[src/rtl/hazard_control_unit.sv]
// Hazard control unit for a 5-stage pipeline. It handles load-use stalls,
// mispredict flushes, data-memory wait freezes, and the drain after a halting ecall.
// Optional feature: define HAZARD_STALL_COUNTER_EN to enable the stall_cycles counter.
// Without that macro, stall_cycles is tied to 0.
module hazard_control_unit (
    input  logic        clk,
    input  logic        reset,
    input  logic [4:0]  ID_rs1,
    input  logic [4:0]  ID_rs2,
    input  logic        ID_use_rs1,
    input  logic        ID_use_rs2,
    input  logic [4:0]  ID_EX_rd,
    input  logic        ID_EX_mem_read,
    input  logic        EX_mispredict,
    input  logic        ID_is_halt_ecall,
    input  logic        dmem_req,
    input  logic        dmem_ready,
    output logic        PC_write,
    output logic        IF_ID_write,
    output logic        IF_ID_flush,
    output logic        ID_EX_flush,
    output logic        pipe_freeze,
    output logic        is_halted,
    output logic [31:0] stall_cycles
);

    localparam int unsigned DRAIN_W     = 2;
    localparam int unsigned DRAIN_DEPTH = 3;

    typedef enum logic [1:0] {
        RUN    = 2'd0,
        DRAIN  = 2'd1,
        HALTED = 2'd2
    } state_t;

    state_t               state;
    logic [DRAIN_W-1:0]   drain_cnt;
    logic                 mem_wait;
    logic                 load_use;

    // Hazard detection terms; x0 never produces a dependency
    always_comb begin
        mem_wait = dmem_req && !dmem_ready;
        load_use = ID_EX_mem_read && (ID_EX_rd != 5'd0) &&
                   ((ID_use_rs1 && (ID_rs1 == ID_EX_rd)) ||
                    (ID_use_rs2 && (ID_rs2 == ID_EX_rd)));
    end

    // Pipeline control decode from the current state and this cycle's hazards
    always_comb begin
        PC_write    = 1'b1;
        IF_ID_write = 1'b1;
        IF_ID_flush = 1'b0;
        ID_EX_flush = 1'b0;
        pipe_freeze = 1'b0;
        is_halted   = 1'b0;
        case (state)
            RUN: begin
                if (mem_wait) begin
                    pipe_freeze = 1'b1;
                    PC_write    = 1'b0;
                    IF_ID_write = 1'b0;
                end else if (EX_mispredict) begin
                    IF_ID_flush = 1'b1;
                    ID_EX_flush = 1'b1;
                end else if (load_use) begin
                    PC_write    = 1'b0;
                    IF_ID_write = 1'b0;
                    ID_EX_flush = 1'b1;
                end else if (ID_is_halt_ecall) begin
                    PC_write    = 1'b0;
                    IF_ID_flush = 1'b1;
                end
            end
            DRAIN: begin
                PC_write    = 1'b0;
                IF_ID_write = 1'b0;
                pipe_freeze = mem_wait;
                IF_ID_flush = !mem_wait;
            end
            HALTED: begin
                PC_write    = 1'b0;
                IF_ID_write = 1'b0;
                pipe_freeze = 1'b1;
                is_halted   = 1'b1;
            end
            default: ;
        endcase
    end

    // State machine and drain countdown; a memory wait holds everything
    always_ff @(posedge clk) begin
        if (reset) begin
            state     <= RUN;
            drain_cnt <= '0;
        end else begin
            case (state)
                RUN: begin
                    if (!mem_wait && !EX_mispredict && !load_use && ID_is_halt_ecall) begin
                        state     <= DRAIN;
                        drain_cnt <= DRAIN_W'(DRAIN_DEPTH);
                    end
                end
                DRAIN: begin
                    if (!mem_wait) begin
                        drain_cnt <= drain_cnt - DRAIN_W'(1);
                        if (drain_cnt <= DRAIN_W'(1)) begin
                            state <= HALTED;
                        end
                    end
                end
                HALTED: ;
                default: state <= RUN;
            endcase
        end
    end

`ifdef HAZARD_STALL_COUNTER_EN
    logic [31:0] stall_q;

    // Count cycles where fetch is held, excluding the terminal halted state
    always_ff @(posedge clk) begin
        if (reset) begin
            stall_q <= '0;
        end else if (!PC_write && (state != HALTED)) begin
            stall_q <= stall_q + 32'd1;
        end
    end

    assign stall_cycles = stall_q;
`else
    assign stall_cycles = 32'd0;
`endif

endmodule
[config.mk]
export PLATFORM = sky130hd
export DESIGN_NAME = hazard_control_unit
export DESIGN_NICKNAME = d
export VERILOG_FILES = /design/src/rtl/hazard_control_unit.sv
export SDC_FILE = /design/constraint.sdc
export NUM_CORES = 1
export LEC_CHECK = 0
export BUFFER_PORTS_ARGS = -buffer_cell sky130_fd_sc_hd__buf_2
export CAP_MARGIN = 0
export CORE_MARGIN = 2
export CORE_UTILIZATION = 41
export DETAILED_ROUTE_END_ITERATION = 8
export GPL_TIMING_DRIVEN = 0
export PLACE_DENSITY_LB_ADDON = 0.25
export REMOVE_ABC_BUFFERS = 1
export SETUP_SLACK_MARGIN = 0.02
export SLEW_MARGIN = 5
export SYNTH_ARGS = -nofsm -noshare
export SYNTH_HDL_FRONTEND = slang
export SYNTH_SLANG_ARGS = --single-unit
[constraint.sdc]
create_clock -name clk -period 3.38 [get_ports clk]
set_input_delay 0.845 -clock clk [delete_from_list [all_inputs] [get_ports clk]]
set_output_delay 0.845 -clock clk [all_outputs]
set_load 0.005 [all_outputs]
Word-level counts from Yosys, hierarchy flattened
Cells that the tools add are included.

Add/sub/neg operators: 1. Multiply operators: 0. Muxes and demuxes: 28. Equal/unequal tests: 7. Reductions and logical operators: 19. $lt $le $gt $ge: 1. Bitwise logic cells: 1. Div/mod/pow operators: 0. Shifts and indexed selects: 0.

Operators with widths (count): $mux 1 (17); $eq 5x5->1 (2); $mux 2 (5); $logic_and 1x1->1 (8); $ne 2x2->1 const B (3); $pmux 1 s2 (3); $pmux 2 s3 (1); $reduce_bool 5->1 (1); $logic_not 1->1 (4); $pmux 2 s2 (1); $reduce_and 4->1 (1); $pmux 1 s3 (1); $reduce_and 3->1 (1); $eq 2x1->1 const B (1); $eq 2x2->1 const B (1); $le 2x1->1 const B (1); $logic_not 2->1 (1); $reduce_bool 2->1 (1); $reduce_or 2->1 (1); $sub 2x1->2 const B (1); $logic_or 1x1->1 (1); $not 1->1 (1).

Register bits after elaboration: 4. Memory bits (writable): 0. Word-level logic and storage cells: 59. Output and inout bits: 38. Memories: 0. Bits in read-only memories: 0. Bits in latches: 0.

Logic depth before layout (Yosys ltp)
Gate-level depths: netlist of the first run.

Word-level depth: 9. Mapped depth: 7.

Worst setup path before layout of the first run
No wires, ideal clock.

Path type: input to output. Start: in ID_EX_rd[2]. End: out IF_ID_flush. Buffers on the path: 0. Stages: 6. Slack: 872 ps. Data arrival time: 1663 ps. Required time: 2535 ps. Cell sequence: xnor2_1 nand4_1 o22ai_2 nand3_1 a21oi_1 o21ai_0.

Word-level cells in the longest chain between the ends: 8.

RTL lines: start: declaration (line 12) `input logic [4:0] ID_EX_rd,`; $eq 5x5->1, on equally long branches (line 45, 46); $logic_and 1x1->1, on equally long branches (line 45, 46); $logic_or 1x1->1 (line 45) `((ID_use_rs1 && (ID_rs1 == ID_EX_rd)) ||`; $logic_and 1x1->1 * (line 44) `load_use = ID_EX_mem_read && (ID_EX_rd != 5'd0) &&`; $mux 1 * (line 66) `end else if (load_use) begin`; $mux 1 * (line 63) `end else if (EX_mispredict) begin`; $mux 1 * (line 59) `if (mem_wait) begin`; $pmux 1 s2 * (line 57) `case (state)`; end: declaration (line 20) `output logic IF_ID_flush,`.

Mark *: on every way between the ends. The rest lies on a longest branch, timed or not.

Worst setup path after layout of the first run
Start: in ID_EX_rd[1]. End: out PC_write.

Word-level cells in the longest chain between the ends: 8.

RTL lines: $eq 5x5->1, on equally long branches (line 45, 46); $logic_and 1x1->1, on equally long branches (line 45, 46); $logic_or 1x1->1 (line 45); $logic_and 1x1->1 * (line 44); $mux 1 * (line 66); $mux 1 * (line 63); $mux 1 * (line 59); $pmux 1 s2 * (line 57); end: declaration (line 18) `output logic PC_write,`.

Marks and branches as above.

==> impl_metrics.toml, run 1 <==
[run_status]
outcome = "completed"

[global_route]
grt_pass1_wl_um = 1897
grt_max_degree = 8
antenna_found_initial = 0
grt-ovfl-total = 0
grt_use_total = 0.1187
grt_pass1_vias = 511

[layout]
final_cell_mix = "32 x conb_1, 29 x buf_2, 10 x xnor2_1"
seqCellArea_sq_um = 80.08
area_growth_pct = 10.29
final_common_cell = "conb_1"
final_nets = 158
antenna_cells = 0
drive_above_1_share = 0.2813
fillers = 171
multi_input_area_sq_um = 495.5

[pwr]
peakVddDrop_mv = 0.2031
p_leak_uw = 0.0004415
power.density_nw_per_um2 = 257.0

[min_path]
hold_class = "register to register"

[critical_path]
arrival_ns = 2.01
critical_path_buf_inv_count = 2
cp_cell_sequence = "buf_2, xnor2_1, nand4_1, o22ai_2, nand3_1, a21oi_1, o22ai_1, buf_2"
cp_max_fo = 4
endpoint_kind = "output port"
cp_data_required_time_ns = 2.53
cpPeakStageDelay_ns = 0.21
worst_path_max_delay_cell = "o22ai_2"
start_kind = "input pin"
crit_type = "input pin to output port"
path_delay_family = "compound AO/OA/AOI/OAI gates"
crit_top_cell = "buf_2"

[timing]
period_share = 0.8436
setup-tns-final_ns = 0
final-setup-viol-count = 0
clock_skew_ns = 0.004847
hold_violations = 0
period_minus_slack_ns = 2.851
fmax_ghz = 0.3507
rsz0062_at_grt = "no"
slew_viol_final = 0
hold_ws_ns = 0.4931

[route]
avgRoutedWirePerCell_um = 8.026
via_per_inst = 4.046
first_iter_violations = 2
vias = 619
drt-pass1-iter-count = 4
drc_errors = 0
ant_nets = 0
drt_wl_total_um = 1228

[logic_synthesis]
avgSynthCellArea_sq_um = 7.520
synth_cell_type_count = 24
synth-seq-cells = 4
synth_area_leaders = "buf_4 33%, xnor2_1 12%, dfxtp_1 11%"
yosysSeqAreaShare = 0.1098
synth_flop_cell = "dfxtp_1"
synthDominantCellAreaShare = 0.3293
synth_area_sq_um = 729.5
yosys_warnings = 0
synth_edf_count = 0
syn_inst = 97
async_flop_share = 0
yosysTopAreaCell = "buf_4"

[clocking]
cts_made_buffers = 3
postCtsSetupBuffers = 0
worstSkewPairLatency_ns = 0.23
cts_buffer_depth = 2
cts_tree = "built"
htree_levels = 1
cts-root-buf = "clkbuf_4"
ctsHoldBuffers = 0
post_cts_resized = 0
cts.sinks = 4
clkTransAtPathRegs_ns = 0.04

[place]
port_buffers = 29
place_congestion = 0.6764
hpwl_um = 1113

[run]
max-cap-violations = 0

[floorplan]
rows = 15
die_x_um = 46.18
initial_utilization = 0.4271
die_h_um = 46.18
ios = 62
design.core.area_sq_um = 1708
die-area_sq_um = 2133
-- cells in the mapped netlist (2+ instances only) --
cell type	number
inv_1	8
o22ai_1	2
xnor2_1	10
ha_1	4
nand2_1	7
nor3_1	2
mux2i_1	2
dfxtp_1	4
buf_4	32
nand4_1	2
a21oi_1	7
o21ai_0	2
nor2_1	4
-- through the flow --
stage	utilization	area [sq um]	power [uW]	cells	setup WS, ns
after floorplan	-	605.6	116.7	96	0.8721
after global placement	0.4579	782.0	149.3	150	0.5288
after detailed placement	0.4579	782.0	151.4	150	0.5130
after CTS	0.4711	804.5	209.8	153	0.5094
after global routing	0.4711	804.5	230.3	153	0.3659
final	0.4711	804.5	206.8	153	0.5285
-- cells by family (layout without fill, tap and decap cells) --
| logic type | Yosys count | count (layout) | synth area share |
|---|---|---|---|
| compound gates | 18 | 18 | 0.1750 |
| buf+inv | 40 | 40 | 0.3705 |
| other cells | 1 | 32 | 0.005141 |
| fa+ha+maj | 4 | 4 | 0.06861 |
| simple gates | 17 | 17 | 0.1029 |
| mux | 3 | 3 | 0.04802 |
| flops | 4 | 4 | 0.1098 |
| xor+xnor | 10 | 10 | 0.1201 |
-- cell type report --
class | count | share of cell area
well taps | 25 | 0.03888
repair buffers | 29 | 0.1804
inverters | 8 | 0.03733
multi-input cells | 84 | 0.6159
flip-flops and latches | 4 | 0.09953
clock buffers | 3 | 0.02799
-- sequential cells by signal, summed over array words and instances (netlist names) --
signal     count
drain_cnt      2
state          2
-- worst reg2reg max path, stage by stage (launching register included) --
cell      delay [ns]
dfxtp_1         0.32
inv_1           0.11
ha_1            0.29
inv_1           0.10
o21bai_1        0.16
a21oi_1         0.10
a21oi_1         0.21
mux2i_1         0.20
-- per-layer routing --
metal | global-route usage | vias to the layer above | part of all wire
met2 | 0.2167 | 29 | 0.51
met5 | 0 | - | 0
met4 | 0.02286 | 0 | 0
met3 | 0.02745 | 0 | 0.081
li1 | - | 323 | -
met1 | 0.1395 | 267 | 0.41
-- worst paths after layout --
| kind | from | endpoint | slack (ns) | depth (start not counted) |
|---|---|---|---|---|
| max | ID_EX_rd[1] | PC_write | 0.53 | 8 |
| max reg2reg | state[1] | state[1] | 1.83 | 7 |
| min | state[1] | state[1] | 0.49 | 2 |
| min reg2reg | state[1] | state[1] | 0.49 | 2 |
-- power by group --
| group | total (uW) | switching (uW) | internal [uW] | leakage (uW) |
|---|---|---|---|---|
| combinational | 96.2 | 51.5 | 44.6 | 0.000395 |
| clock | 55.7 | 16.2 | 39.5 | 0.0000138 |
| sequential | 54.9 | 2.94 | 51.9 | 0.0000328 |
Note: power is estimated with default switching activity, not from simulation.
==> inputs of run 2 (changes only) <==
Settings changed: ABC_AREA from default to 1, CORE_UTILIZATION 41 to 40.
Clock period 3.38 ns to 2.9 ns, I/O delays scaled along.
==> impl_metrics.toml, run 2 <==
[clocking]
cts.sinks = 4
cts_tree = "built"
cts_buffer_depth = 2
post_cts_resized = 0
ctsHoldBuffers = 0
worstSkewPairLatency_ns = 0.23
cts_made_buffers = 3
clkTransAtPathRegs_ns = 0.04
htree_levels = 1
cts-root-buf = "clkbuf_4"
postCtsSetupBuffers = 0

[timing]
rsz0062_at_grt = "no"
setup-tns-final_ns = 0
period_minus_slack_ns = 2.477
period_share = 0.8540
hold_ws_ns = 0.5008
hold_violations = 0
slew_viol_final = 0
final-setup-viol-count = 0
clock_skew_ns = 0.0001786
fmax_ghz = 0.4038

[pwr]
power.density_nw_per_um2 = 468.6
p_leak_uw = 0.0006038
peakVddDrop_mv = 0.2615

[route]
via_per_inst = 3.936
first_iter_violations = 14
avgRoutedWirePerCell_um = 6.980
drt_wl_total_um = 1417
drc_errors = 0
drt-pass1-iter-count = 4
vias = 799
ant_nets = 0

[logic_synthesis]
avgSynthCellArea_sq_um = 5.635
yosysSeqAreaShare = 0.09801
yosys_warnings = 0
synthDominantCellAreaShare = 0.2940
synth-seq-cells = 4
syn_inst = 145
yosysTopAreaCell = "buf_4"
synth_area_leaders = "buf_4 29%, nand2_1 18%, dfxtp_1 9.8%"
synth_cell_type_count = 19
synth_flop_cell = "dfxtp_1"
synth_edf_count = 0
synth_area_sq_um = 817.0
yosysMostFrequentCell = "nand2_1"
synthTopCellsByCount = "39 x nand2_1, 32 x buf_4, 21 x inv_1, 12 x nor2_1, 7 x a21oi_1"
async_flop_share = 0

[floorplan]
die-area_sq_um = 2420
initial_utilization = 0.4207
die_x_um = 49.20
design.core.area_sq_um = 1942
die_h_um = 49.20
rows = 16
ios = 62

[place]
port_buffers = 29
place_congestion = 0.7582
dpl.cell_count = 200
hpwl_um = 1257

[run_status]
outcome = "completed"

[critical_path]
endpoint_kind = "output port"
cp_cell_sequence = "inv_1, ha_1, inv_1, a21oi_1, inv_1, a31oi_1, buf_2"
crit_type = "register to output port"
critical_path_buf_inv_count = 4
cpPeakStageDelay_ns = 0.35
arrival_ns = 1.75
crit_cells = 7
cp_max_fo = 5
start_kind = "register"
crit_top_cell = "inv_1"
worst_path_max_delay_cell = "a21oi_1"
r2r.worst_path.cells = 8
path_delay_family = "compound AO/OA/AOI/OAI gates"
cp_data_required_time_ns = 2.17

[global_route]
grt_pass1_wl_um = 2408
grt_max_degree = 8
grt_pass1_vias = 661
grt_use_total = 0.1241
antenna_found_initial = 0
grt-ovfl-total = 0

[min_path]
hold_class = "register to register"
hold_path_depth = 2

[run]
max-cap-violations = 0

[layout]
final_nets = 206
final_common_cell = "nand2_1"
area_growth_pct = 9.495
drive_above_1_share = 0.2500
top_regs = "drain_cnt x2, state x2"
antenna_cells = 0
final_cell_mix = "39 x nand2_1, 32 x conb_1, 29 x buf_2"
fin_cells = 203
run 2: changes by cell type after synthesis, sizes merged, moves of 2 or more:
| cell | delta |
|---|---|
| nor2 | +10 |
| nand3 | +4 |
| nand2 | +36 |
| inv | +18 |
| mux2i | -2 |
| xnor2 | -10 |
| o22ai | -3 |
run 2: power by group:
part | internal (uW) | leakage [uW] | switching, uW
sequential | 77.0 | 0.0000331 | 14.8
combinational | 107 | 0.000557 | 151
clock | 46.3 | 0.0000138 | 22.8
run 2: kinds of logic (layout without fill, tap and decap cells):
| kind of cell | Yosys count | count (layout) | synth area share |
|---|---|---|---|
| fa+ha+maj | 4 | 4 | 0.06126 |
| flops | 4 | 4 | 0.09801 |
| simple gates | 66 | 66 | 0.3446 |
| buf+inv | 58 | 58 | 0.4135 |
| other cells | 1 | 32 | 0.004590 |
| compound gates | 12 | 12 | 0.07810 |
run 2: cell type report:
cell class	count	area (sq um)
Inverter	26	97.59
Fill cell	212	1047
Sequential cell	4	80.08
Tap cell	27	33.78
Multi-Input combinational cell	114	515.5
Timing Repair Buffer	29	145.1
Clock buffer	3	22.52
run 2: final timing paths:
check | start | slack (ns) | end
max | state[1] | 0.42 | IF_ID_flush
max reg2reg | state[1] | 1.33 | state[1]
min | drain_cnt[1] | 0.50 | drain_cnt[1]
min reg2reg | drain_cnt[1] | 0.50 | drain_cnt[1]
run 2: routing by layer:
layer	GRT usage	up-vias	share of wire	wire (um)
li1	-	434	-	-
met5	0	-	0	0
met3	0.04294	0	0.11	157
met1	0.1445	324	0.45	632
met4	0.04286	0	0	0
met2	0.2095	41	0.44	626
run 2: metrics by stage:
step | area (sq um) | setup WS (ns) | power, uW | utilization
floorplan | 693.2 | 0.7854 | 271.7 | -
global placement | 872.1 | 0.4978 | 344.9 | 0.4491
detailed placement | 872.1 | 0.4969 | 350.8 | 0.4491
CTS | 894.6 | 0.4360 | 423.6 | 0.4607
global route | 894.6 | 0.2739 | 476.7 | 0.4607
finish | 894.6 | 0.4233 | 419.2 | 0.4607
run 2: worst register-to-register path: cells and delay by family (launching register included):
kind,cells,cell delay [ns]
DFF,1,0.35
adders and majority gates,1,0.21
buffers and inverters,2,0.26
and+or+nand+nor,5,0.65
